## src/rtl/sar_adc_controller.sv

```systemverilog
// Successive-approximation ADC controller.
// Drives a binary-search trial code onto the R2R DAC and holds each trial for
// SETTLE_CYCLES clocks. It then samples the synchronized comparator in a
// one-cycle DECIDE step to resolve that bit. A finished conversion is
// delivered as a one-cycle ready pulse, with result valid in the same cycle.
module sar_adc_controller #(
  parameter int WIDTH         = 8,
  parameter int SETTLE_CYCLES = 4
) (
  input  logic             clk,
  input  logic             reset,
  input  logic             enable,
  input  logic             start,
  input  logic             continuous,
  input  logic             comp_in,
  output logic [WIDTH-1:0] dac_code,
  output logic [WIDTH-1:0] result,
  output logic             ready,
  output logic             busy
);

  localparam int IDX_W = (WIDTH > 1) ? $clog2(WIDTH) : 1;
  localparam int CNT_W = (SETTLE_CYCLES > 1) ? $clog2(SETTLE_CYCLES) : 1;

  localparam logic [IDX_W-1:0] IDX_TOP  = IDX_W'(WIDTH - 1);
  localparam logic [CNT_W-1:0] CNT_LAST = CNT_W'(SETTLE_CYCLES - 1);
  localparam logic [WIDTH-1:0] CODE_MSB = {1'b1, {(WIDTH-1){1'b0}}};

  typedef enum logic [1:0] {
    IDLE   = 2'd0,
    SETTLE = 2'd1,
    DECIDE = 2'd2
  } state_t;

  state_t           state_reg,   state_next;
  logic [WIDTH-1:0] code_reg,    code_next;
  logic [IDX_W-1:0] bit_idx_reg, bit_idx_next;
  logic [CNT_W-1:0] cnt_reg,     cnt_next;
  logic [WIDTH-1:0] result_reg,  result_next;
  logic             ready_reg,   ready_next;
  logic             busy_reg,    busy_next;

  // One-hot decode of the bit currently under test.
  logic [WIDTH-1:0] bit_sel;
  logic [WIDTH-1:0] next_bit_sel;
  logic [WIDTH-1:0] resolved_code;

  generate
    for (genvar gi = 0; gi < WIDTH; gi++) begin : g_bit_sel
      assign bit_sel[gi] = (bit_idx_reg == IDX_W'(gi));
    end
  endgenerate

  // The next trial bit sits directly below the current one. The current bit
  // is kept only if the input is at or above the trial level.
  assign next_bit_sel  = bit_sel >> 1;
  assign resolved_code = comp_in ? code_reg : (code_reg & ~bit_sel);

  // State and datapath registers.
  always_ff @(posedge clk) begin
    if (reset) begin
      state_reg   <= IDLE;
      code_reg    <= '0;
      bit_idx_reg <= '0;
      cnt_reg     <= '0;
      result_reg  <= '0;
      ready_reg   <= 1'b0;
      busy_reg    <= 1'b0;
    end else begin
      state_reg   <= state_next;
      code_reg    <= code_next;
      bit_idx_reg <= bit_idx_next;
      cnt_reg     <= cnt_next;
      result_reg  <= result_next;
      ready_reg   <= ready_next;
      busy_reg    <= busy_next;
    end
  end

  // Next-state logic: binary search, settling count, and abort handling.
  always_comb begin
    state_next   = state_reg;
    code_next    = code_reg;
    bit_idx_next = bit_idx_reg;
    cnt_next     = cnt_reg;
    result_next  = result_reg;
    ready_next   = 1'b0;
    busy_next    = busy_reg;

    case (state_reg)
      IDLE: begin
        // The final code stays on the DAC while idle.
        if (enable && (start || continuous)) begin
          state_next   = SETTLE;
          code_next    = CODE_MSB;
          bit_idx_next = IDX_TOP;
          cnt_next     = '0;
          busy_next    = 1'b1;
        end
      end

      SETTLE: begin
        if (!enable) begin
          state_next = IDLE;
          code_next  = '0;
          cnt_next   = '0;
          busy_next  = 1'b0;
        end else if (cnt_reg == CNT_LAST) begin
          state_next = DECIDE;
        end else begin
          cnt_next = cnt_reg + CNT_W'(1);
        end
      end

      DECIDE: begin
        // An abort wins over completing the last bit.
        if (!enable) begin
          state_next = IDLE;
          code_next  = '0;
          cnt_next   = '0;
          busy_next  = 1'b0;
        end else if (bit_idx_reg != '0) begin
          state_next   = SETTLE;
          code_next    = resolved_code | next_bit_sel;
          bit_idx_next = bit_idx_reg - IDX_W'(1);
          cnt_next     = '0;
        end else begin
          state_next  = IDLE;
          code_next   = resolved_code;
          result_next = resolved_code;
          ready_next  = 1'b1;
          busy_next   = 1'b0;
        end
      end

      default: begin
        state_next = IDLE;
        code_next  = '0;
        busy_next  = 1'b0;
      end
    endcase
  end

  assign dac_code = code_reg;
  assign result   = result_reg;
  assign ready    = ready_reg;
  assign busy     = busy_reg;

endmodule

```

## config.mk

```make
export PLATFORM = sky130hd
export DESIGN_NAME = sar_adc_controller
export DESIGN_NICKNAME = d
export VERILOG_FILES = /design/src/rtl/sar_adc_controller.sv
export SDC_FILE = /design/constraint.sdc
export NUM_CORES = 1
export LEC_CHECK = 0
export CORE_MARGIN = 5
export CORE_UTILIZATION = 45
export DETAILED_ROUTE_END_ITERATION = 10
export PLACE_DENSITY_LB_ADDON = 0.05
export SYNTH_ARGS = -nofsm -noshare
export SYNTH_HDL_FRONTEND = slang
export SYNTH_SLANG_ARGS = --single-unit
```

## constraint.sdc

```tcl
create_clock -name clk -period 1.7 [get_ports clk]
set_input_delay 0.17 -clock clk [delete_from_list [all_inputs] [get_ports clk]]
set_output_delay 0.17 -clock clk [all_outputs]
set_load 0.02 [all_outputs]
```

==> results.py <==
metrics = {
    "placement": {
        "place_congestion": 0.892,
        "dp_slack_ps": -111,
        "dp_hpwl_um": 2270,
        "io_buffers": 23,
    },
    "die": {
        "core-area_um2": 2690,
        "row_count": 19,
        "die_h_um": 62.3,
        "fp.dieW_um": 62.3,
        "initial_core_util_pct": 45.8,
        "top_level_ports": 24,
        "die-area_um2": 3880,
    },
    "power": {
        "p_sw_share_pct": 27.6,
        "leakage_nw": 0.656,
        "power.switching_mw": 0.304,
        "clkPwrFrac_pct": 24.4,
        "internal_power_mw": 0.799,
        "powerDensity_nw_per_um2": 672,
        "seq_power_share_pct": 56.0,
        "irDropWorstVdd_mv": 0.498,
        "share_comb_of_total_power_pct": 19.7,
        "totalPowerFinal_mw": 1.10,
    },
    "clock_network": {
        "clkSinkCount": 25,
        "clk_path_buf_depth": 2,
        "clk_pin_slew_worst_paths_ps": 140,
        "cts.root.buffer_cell": "clkbuf_4",
        "cts_tree": "yes",
        "clk_latency_ps": 320,
        "cts_buffers": 3,
        "h-tree-depth": 1,
    },
    "sta": {
        "worstMarginPinSlew_ps": 404,
        "hold-worst-slack_ps": 459,
        "slew_headroom_pct": 72.7,
        "fin_ws_ps": 69.1,
        "finalCritPeriodShare_pct": 95.9,
        "min_period_ps": 1630,
        "tns_ps": 0,
        "setup_viol": 0,
        "skew_ps": 4.83,
        "max_freq_ghz": 0.613,
        "hold_viol": 0,
        "maxSlewViolCount": 0,
    },
    "layout": {
        "nFillCells": 266,
        "final_cell_mix": "23 x dfxtp_1, 23 x clkdlybuf4s50_1, 20 x buf_4, 14 x a21oi_1, 11 x nand2_1",
        "final_nets": 194,
        "syn_to_final_growth_pct": 33.2,
        "n_antenna_cell": 0,
        "layout-drive-gt1-share_pct": 17.1,
    },
    "synth": {
        "yosys_warnings": 0,
        "syn_area_per_cell_um2": 8.73,
        "synth_nets": 153,
        "syn_area_um2": 1230,
        "yosysUniqueCellTypes": 39,
        "seq_area_frac_synth_pct": 40.7,
        "synth_cells": 141,
        "ys_ff_latch": 25,
    },
    "critical_path": {
        "cpMaxStageDelayCell": "dfxtp_2",
        "cp_max_fo": 3,
        "crit_arrival_ps": 1860,
        "crit_path_end_kind": "flip-flop",
        "required_ps": 1930,
        "critPathMaxStageDelay_ps": 370,
        "crit_type": "reg -> reg",
        "crit_chain": "inv_1 -> ha_1 -> nor2b_2 -> a222oi_1 -> buf_4 -> mux2i_1 -> nor2_1",
        "path_buf_inv": 2,
        "crit_family": "flip-flops",
        "cp-start-kind": "flip-flop",
    },
    "drt": {
        "highest_layer": "met4",
        "wl_met1_um": 1370,
        "drc_errors": 0,
        "first_pass_iters": 4,
        "detail-route-antenna-nets": 0,
        "dr.first_iter.drc_count": 58,
        "met2_wirelength_um": 1390,
        "drt-total-wl_um": 2950,
        "avgRoutedWirePerCell_um": 13.9,
        "vias_per_cell": 5.45,
        "via_count": 1156,
        "wl_met3_um": 151,
    },
    "global_routing": {
        "antenna_found_initial": 0,
        "grt_use_total_pct": 15.5,
        "grt_start_max_net_pins": 14,
        "grt_pass1_wl_um": 5130,
        "grt-ovfl-total": 0,
        "grt_pass1_vias": 1148,
    },
    "run_status": {
        "status": "complete, no violations",
    },
    "worst_hold_path": {
        "hp-class": "reg -> reg",
    },
    "flow_run": {
        "maxCapViolations": 0,
    },
}
[power groups by stage]
stage	Clock (mW)	Sequential, mW	Combinational (mW)
after floorplan	0	0.632	0.117
after global placement	0	0.629	0.198
after detailed placement	0	0.630	0.201
after CTS	0.275	0.617	0.202
after global routing	0.308	0.621	0.237
final	0.269	0.617	0.217
[cell usage after synthesis (all sizes together)]
library cell  number  share of area (%)
nand2b             2                1.0
a31oi              1               0.51
buf                5                2.7
o21a               1               0.61
a211oi             3                1.8
a31o               1               0.71
nor2              10                3.3
nor4b              1               0.71
nand3              3                1.2
ha                 6                6.1
nor4bb             1               0.81
mux2i              2                1.6
a22o               6                4.3
nand2             11                3.4
or2                1               0.51
a2bb2oi            1               0.71
nor3               1               0.41
clkbuf             2               0.61
dfxtp             25                 41
a221oi             1               0.71
or4                1               0.61
a222oi             1               0.81
nor3b              1               0.61
o211ai             1                1.0
nand3b             7                4.3
o21ai             10                4.4
a21o               2                1.2
a21oi             14                5.7
and2               7                3.8
and4bb             1                1.0
o22ai              1               0.51
nor2b              2                1.0
inv                9                2.7
[worst min-delay path, stage by stage (launching register included)]
cell and delay [ps]:
dfxtp_1 330, nand2_1 50, a21oi_1 50
[path summary, 6_finish.rpt]
check,endpoint,start,cells past startpoint,slack [ps]
hold / removal,result[2],result[2],2,460
setup reg to reg,cnt_reg[1],bit_idx_reg[0],7,70
setup / recovery,cnt_reg[1],bit_idx_reg[0],7,70
hold reg to reg,result[2],result[2],2,460
[per-stage QoR]
| step | utilization (%) | instance area [µm²] | instances |
|---|---|---|---|
| after floorplan | - | 1230 | 141 |
| after global placement | 59.1 | 1590 | 205 |
| after detailed placement | 59.1 | 1590 | 205 |
| after CTS | 60.0 | 1610 | 209 |
| after global routing | 61.1 | 1640 | 212 |
| final | 61.1 | 1640 | 212 |
[metal layers]
metal  up-vias  global-route usage [%]
met5         -                       0
met4         0                    5.84
met3         6                    3.42
met2        28                    24.9
met1       542                    20.0
li1        580                       -
[area by class of cell]
cell class / count / area, µm² / share of cell area, %
multi-input cells: 100 / 658 / 40.1
flip-flops and latches: 25 / 503 / 30.7
repair buffers: 43 / 380 / 23.2
well taps: 31 / 38.8 / 2.36
inverters: 9 / 33.8 / 2.06
clock buffers: 4 / 26.3 / 1.60
[cell families after synthesis]
logic type	after synthesis	synth area share [%]
AOI/OAI and AO/OA	43	23.0
muxes	2	1.63
adders and majority gates	6	6.10
DFF	25	40.7
buffers and inverters	16	6.10
and+or+nand+nor	49	22.6
[timing repair]
action,in CTS,in global routing
buffers inserted,0,3
hold buffers,0,0
gates resized for setup,0,3
endpoints found under the setup margin,0,2
(Power assumes the default switching activity.)
